`src/rtl/rom_dl_router.sv`:
```
// Purpose: route the HPS ioctl download byte stream into per-region ROM/PROM write ports.
// Latency: one cycle from DL_WR to WR_EN/WR_CS/WR_ADDR/WR_DATA and counter updates.
// Backpressure: none; every in-range byte in LOAD is strobed, back-to-back bytes included.
module rom_dl_router #(
   parameter int                              NUM_REGIONS  = 4,
   parameter int                              ADDR_W       = 25,
   parameter int                              LOCAL_AW     = 15,
   parameter logic [NUM_REGIONS*ADDR_W-1:0]   REGION_BASE  = {25'h12000, 25'h10000, 25'h08000, 25'h00000},
   parameter logic [ADDR_W-1:0]               REGION_LIMIT = 25'h14000,
   parameter int                              IDX_W        = (NUM_REGIONS > 1) ? $clog2(NUM_REGIONS) : 1
) (
   input  logic                   CLK,
   input  logic                   RESET_N,
   input  logic                   DL_ACTIVE,
   input  logic                   DL_WR,
   input  logic [ADDR_W-1:0]      DL_ADDR,
   input  logic [7:0]             DL_DATA,
   output logic                   WR_EN,
   output logic [NUM_REGIONS-1:0] WR_CS,
   output logic [LOCAL_AW-1:0]    WR_ADDR,
   output logic [7:0]             WR_DATA,
   output logic [IDX_W-1:0]       REGION_IDX,
   output logic [NUM_REGIONS-1:0] LOADED,
   output logic                   DL_DONE,
   output logic                   DL_ERR,
   output logic [ADDR_W-1:0]      BYTE_CNT,
   output logic [7:0]             CHECKSUM
);

   // Region edges: entry i is the base of region i, entry NUM_REGIONS is the exclusive limit,
   // so region i spans [EDGES[i], EDGES[i+1]).
   localparam logic [(NUM_REGIONS+1)*ADDR_W-1:0] EDGES = {REGION_LIMIT, REGION_BASE};

   // Configuration sanity, caught at elaboration.
   if (NUM_REGIONS < 1 || NUM_REGIONS > 32) begin : g_bad_count
      $error("rom_dl_router: NUM_REGIONS must be 1..32");
   end
   if (REGION_BASE[ADDR_W-1:0] != '0) begin : g_bad_first_base
      $error("rom_dl_router: region 0 must start at address 0");
   end
   for (genvar g = 0; g < NUM_REGIONS; g++) begin : g_chk
      localparam logic [ADDR_W-1:0] LO = EDGES[g*ADDR_W +: ADDR_W];
      localparam logic [ADDR_W-1:0] HI = EDGES[(g+1)*ADDR_W +: ADDR_W];
      if (HI <= LO) begin : g_bad_order
         $error("rom_dl_router: region bases/limit not strictly ascending");
      end
      if (64'(HI - LO) > (64'd1 << LOCAL_AW)) begin : g_bad_size
         $error("rom_dl_router: region larger than local address space");
      end
   end

   typedef enum logic [1:0] {IDLE, LOAD, FINISH} state_t;

   state_t                 state_q, state_d;
   logic                   act_q;
   logic                   rise;
   logic                   start;
   logic [IDX_W-1:0]       hit_idx;
   logic [ADDR_W-1:0]      hit_base, hit_end, local_full;
   logic [NUM_REGIONS-1:0] hit_onehot;
   logic                   in_range, is_last, accept, non_mono, err_evt;
   logic [ADDR_W-1:0]      last_addr;

   assign rise    = DL_ACTIVE & ~act_q;
   assign DL_DONE = (state_q == FINISH);

   // Priority decode: highest region whose base is at or below the address.
   always_comb begin
      hit_idx = '0;
      for (int i = 0; i < NUM_REGIONS; i++) begin
         if (DL_ADDR >= EDGES[i*ADDR_W +: ADDR_W]) hit_idx = IDX_W'(i);
      end
      hit_base   = EDGES[int'(hit_idx)*ADDR_W +: ADDR_W];
      hit_end    = EDGES[(int'(hit_idx)+1)*ADDR_W +: ADDR_W];
      local_full = DL_ADDR - hit_base;
      is_last    = (local_full == (hit_end - hit_base - ADDR_W'(1)));
      hit_onehot = NUM_REGIONS'(1) << hit_idx;
      in_range   = (DL_ADDR < REGION_LIMIT);
      accept     = DL_WR & in_range & (state_q == LOAD);
      // The first byte of a download has no predecessor to compare against.
      non_mono   = (BYTE_CNT != '0) && (DL_ADDR <= last_addr);
      err_evt    = DL_WR & ((state_q != LOAD) | ~in_range | non_mono);
   end

   // State register.
   always_ff @(posedge CLK) begin
      if (!RESET_N) state_q <= IDLE;
      else          state_q <= state_d;
   end

   // Next state; a new rising edge of DL_ACTIVE in FINISH starts the next download directly.
   always_comb begin
      state_d = state_q;
      start   = 1'b0;
      case (state_q)
         IDLE: begin
            if (rise) begin
               state_d = LOAD;
               start   = 1'b1;
            end
         end
         LOAD: begin
            if (!DL_ACTIVE) state_d = FINISH;
         end
         FINISH: begin
            if (rise) begin
               state_d = LOAD;
               start   = 1'b1;
            end else begin
               state_d = IDLE;
            end
         end
         default: state_d = IDLE;
      endcase
   end

   // Write port, progress tracking and error flag. In reset, act_q follows DL_ACTIVE so a
   // level held high across reset is not mistaken for a new download start.
   always_ff @(posedge CLK) begin
      if (!RESET_N) begin
         act_q      <= DL_ACTIVE;
         WR_EN      <= 1'b0;
         WR_CS      <= '0;
         WR_ADDR    <= '0;
         WR_DATA    <= '0;
         REGION_IDX <= '0;
         LOADED     <= '0;
         DL_ERR     <= 1'b0;
         BYTE_CNT   <= '0;
         CHECKSUM   <= '0;
         last_addr  <= '0;
      end else begin
         act_q <= DL_ACTIVE;
         WR_EN <= accept;
         WR_CS <= accept ? hit_onehot : '0;
         if (accept) begin
            WR_ADDR    <= local_full[LOCAL_AW-1:0];
            WR_DATA    <= DL_DATA;
            REGION_IDX <= hit_idx;
            last_addr  <= DL_ADDR;
            CHECKSUM   <= CHECKSUM + DL_DATA;
            if (~&BYTE_CNT) BYTE_CNT <= BYTE_CNT + ADDR_W'(1);
            // Completion only counts if the download was clean up to this byte.
            if (is_last && !DL_ERR) LOADED <= LOADED | hit_onehot;
         end
         if (start) begin
            LOADED    <= '0;
            BYTE_CNT  <= '0;
            CHECKSUM  <= '0;
            last_addr <= '0;
            // A byte arriving on the start cycle itself is still outside LOAD.
            DL_ERR    <= DL_WR;
         end else if (err_evt) begin
            DL_ERR <= 1'b1;
         end
      end
   end

endmodule

```
`config.mk`:
```
export PLATFORM = sky130hd
export DESIGN_NAME = rom_dl_router
export DESIGN_NICKNAME = d
export VERILOG_FILES = /design/src/rtl/rom_dl_router.sv
export SDC_FILE = /design/constraint.sdc
export NUM_CORES = 1
export LEC_CHECK = 0
export BUFFER_PORTS_ARGS = -buffer_cell sky130_fd_sc_hd__buf_2
export CAP_MARGIN = 15
export CORE_MARGIN = 3
export CORE_UTILIZATION = 54
export DETAILED_ROUTE_END_ITERATION = 16
export GPL_TIMING_DRIVEN = 0
export MAX_ROUTING_LAYER = met4
export PLACE_DENSITY = 0.77
export SLEW_MARGIN = 25
export SYNTH_ARGS = -nofsm -noshare
export SYNTH_HDL_FRONTEND = slang
export SYNTH_SLANG_ARGS = --single-unit
```
`constraint.sdc`:
```
create_clock -name CLK -period 5.38 [get_ports CLK]
set_clock_uncertainty 0.15 [all_clocks]
set_input_delay 1.076 -clock CLK [delete_from_list [all_inputs] [get_ports CLK]]
set_output_delay 1.076 -clock CLK [all_outputs]
set_load 0.1 [all_outputs]
```
==> results by group <==
Pwr
  • Total power: around 1.3 mW
  • Leak Pwr: roughly 2.2 nW
  • Power per Cell Area: 239 nW/um^2
  • Worst IR Drop VDD: roughly 0.17 mV

Clocking
  • # clock sinks: 96
  • CTS Buf Count: 9
  • H-tree Lvls: 3
  • Clock Latency Late Sink: 0.37 ns
  • Root Driver: clkbuf_8
  • CTS tree: built
  • Reg clk slew, reported paths: approximately 0.080 ns
  • CTS Buffer Depth: 2
  • Post-CTS setup buffers: 0
  • Hold-fix buffers at CTS: 0
  • Post-CTS Resized: 0

Logic synthesis
  • Synth async-reset ratio: 0
  • Synth area leader: dfxtp_1
  • Synth top area share: 0.405
  • EDFF count, synth: 0
  • Post-synthesis sequential area ratio: 0.405
  • Ys Warns: 0
  • Syn avg cell area: between 8 and 9 um^2
  • Mapped Area: roughly 4700 um^2
  • Unique masters post-synth: 46
  • #FFs+latches synth: 96
  • Post-Syn Instances: roughly 580
  • Ys flop type: dfxtp_1
  • Top cells by area, synth: dfxtp_1 (41%), ha_1 (10%), nand2_1 (7.0%)
  • Syn nets: 653

STA
  • Fmax: between 200 and 250 MHz
  • Period Utilization, post-route: 0.786
  • Post-Route Setup TNS: 0 ns
  • Slew margin rel.: 0.468
  • Finish-stage setup viols: 0
  • Final max-slew violation count: 0
  • Crit path time final: around 4.2 ns
  • Setup ws final: 1.15 ns
  • RSZ-0062 raised after global routing: no
  • Hold Fails Final Rpt: 0
  • Slew @ Worst Pin: ~0.8 ns

Worst setup path
  • RR Startpoint: BYTE_CNT[2]$_SDFFE_PP0P_
  • Data required, critical path: 5.54 ns
  • Crit-path cells: buf_2, or4_1, nor3_1, nand2_1, ha_1, xor2_1, nor4_1, o2111ai_1, or4_1, nor2_1, a22o_1
  • Worst path slowest cell: or4_1
  • CP most frequent cell: or4_1
  • Max incr delay on CP: about 0.63 ns
  • Worst-path fanout max: 5
  • Kind of critical path: input port to register
  • Critical Path End Type: register
  • CP startpoint kind: input port
  • CP Launch Point: DL_ADDR[24]
  • CP bufs+invs: 1
  • Cell family with most CP delay: simple AND/OR/NAND/NOR gates
  • Worst EP arrival: 4.39 ns

Detailed routing
  • Via count: between 4000 and 5000
  • Iteration-0 DRC Markers: ~220
  • DRT antenna net count: 0
  • 1st-pass router iterations: 5
  • Routed len/inst: between 15 and 20 um
  • DRC Markers: 0
  • Routed wire length: 12400 um
  • Via density: between 5 and 6

Floorplan
  • Core Area: around 8400 um^2
  • Row cnt: 33
  • Initial core utilization: 0.566
  • I/O pins: 106
  • Die area: 9940 um^2
  • Die W: 99.7 um
  • Die boundary height: 99.7 um

Hold path
  • Hold Crit Start: LOADED[3]$_SDFFE_PP0P_
  • Worst Hold Class: register to register

Final layout
  • Share of cells above drive strength 1: 0.178
  • Filler cells: roughly 730
  • Nets: around 770
  • Area growth syn-to-layout: 18.3%
  • Number of diodes: 0

Outcome
  • Status: complete, no violations

Place
  • Port bufs: ~100
  • Routability cong.: around 0.94
  • Half-perimeter wire length after placement: between 9000 and 10000 um
  • Pre-CTS setup slack: around 0.84 ns

Global routing
  • Initial antenna violation count: 0
  • Number of global-route vias before repair: roughly 4200
  • Grt total ovfl: 0
  • First-pass GRT wire length: between 15000 and 20000 um
  • Largest net degree at the start of global routing: 17
  • Total track usage: 0.254

Flow run
  • Max Cap Viol: 0
-- per-layer routing --
metal / vias up / global-route usage / wire length [um] / share of wire
met5: - / - / 0 / 0
met4: 0 / 0.0840 / 244 / 0.020
met3: 24 / 0.0519 / 753 / 0.061
met2: 161 / 0.415 / 6060 / 0.49
met1: 2129 / 0.314 / 5340 / 0.43
li1: 2230 / - / - / -
-- synth_stat cells, types with 2 or more instances --
cell / n
dfxtp_1: 96
nand2_1: 88
a21oi_1: 60
nor2_1: 44
inv_1: 40
ha_1: 39
nor3_1: 30
xnor2_1: 26
clkbuf_1: 20
o21ai_0: 18
nand4_1: 15
nand3_1: 12
nor4_1: 8
nor4b_1: 8
or3_1: 7
nor2b_1: 5
a211oi_1: 4
nor3b_1: 4
or4_1: 4
and2_1: 3
and4_1: 3
mux2i_1: 3
nand3b_1: 3
o31ai_1: 3
a21o_1: 2
a22o_1: 2
a31oi_1: 2
and3_1: 2
nand2b_1: 2
o2111ai_1: 2
o21a_1: 2
o21bai_1: 2
o31a_1: 2
or2_2: 2
xor2_1: 2
-- stage by stage --
stage          utilization  area [um^2]  cells  hold WS (ns)
2_1_floorplan            -         4740    576         0.278
3_3_place_gp         0.644         5390    785         0.282
3_5_place_dp         0.644         5390    785         0.291
4_1_cts              0.670         5610    801         0.309
5_1_grt              0.670         5610    801         0.324
6_report             0.670         5610    801         0.306
-- worst min-delay path, delay by kind of cell, from the launching register on --
family	cells	cell delay (ns)
AOI/OAI and AO/OA	1	0.05
DFF	1	0.33
and+or+nand+nor	1	0.05
-- state kept, by name, indices dropped and copies added, names as in the netlist, 4 cells and up --
signal,flops
BYTE_CNT,25
CHECKSUM,8
LOADED,4
WR_ADDR,15
WR_CS,4
WR_DATA,8
last_addr,25
-- final timing paths --
path / to / slack [ns] / cells past startpoint
worst max register to register: BYTE_CNT[5]$_SDFFE_PP0P_ / 2.71 / 6
worst max-delay path: LOADED[0]$_SDFFE_PP0P_ / 1.15 / 11
worst min register to register: LOADED[3]$_SDFFE_PP0P_ / 0.31 / 2
worst min-delay path: LOADED[3]$_SDFFE_PP0P_ / 0.31 / 2
-- power by group --
part | total [mW] | internal (mW) | switching [mW]
sequential | 0.713 | 0.712 | 0.00156
clock | 0.528 | 0.265 | 0.263
combinational | 0.0991 | 0.0352 | 0.0639
-- cell usage in the layout, fill, tap and decap left out, drive strengths merged, types with 13 or more instances in the layout --
cell type / instances
dfxtp: 96
inv: 42
o21ai: 19
xnor2: 26
nand2: 88
nor3: 30
ha: 39
nor2: 44
a21oi: 60
nand4: 15
clkbuf: 30
nand3: 13
buf: 104
-- final cells by class --
| cell class | instances | area [um^2] | area share |
|---|---|---|---|
| Multi-Input combinational cell | 419 | 2590 | 0.462 |
| Timing Repair Buffer | 104 | 520 | 0.0928 |
| Clock buffer | 10 | 128 | 0.0227 |
| Sequential cell | 96 | 1920 | 0.342 |
| Clock inverter | 6 | 90.1 | 0.0161 |
| Inverter | 41 | 154 | 0.0274 |
| Buffer | 20 | 75.1 | 0.0134 |
| Tap cell | 105 | 131 | 0.0234 |
-- cell families (layout without fill, tap and decap cells) --
| kind of cell | Yosys count | after routing | synth area share |
|---|---|---|---|
| simple gates | 245 | 245 | 0.258 |
| mux | 3 | 3 | 0.00633 |
| fa+ha+maj | 40 | 40 | 0.107 |
| flops | 96 | 96 | 0.405 |
| buf+inv | 61 | 181 | 0.0483 |
| compound gates | 103 | 103 | 0.123 |
| xor+xnor | 28 | 28 | 0.0517 |
(Power assumes the default switching activity.)
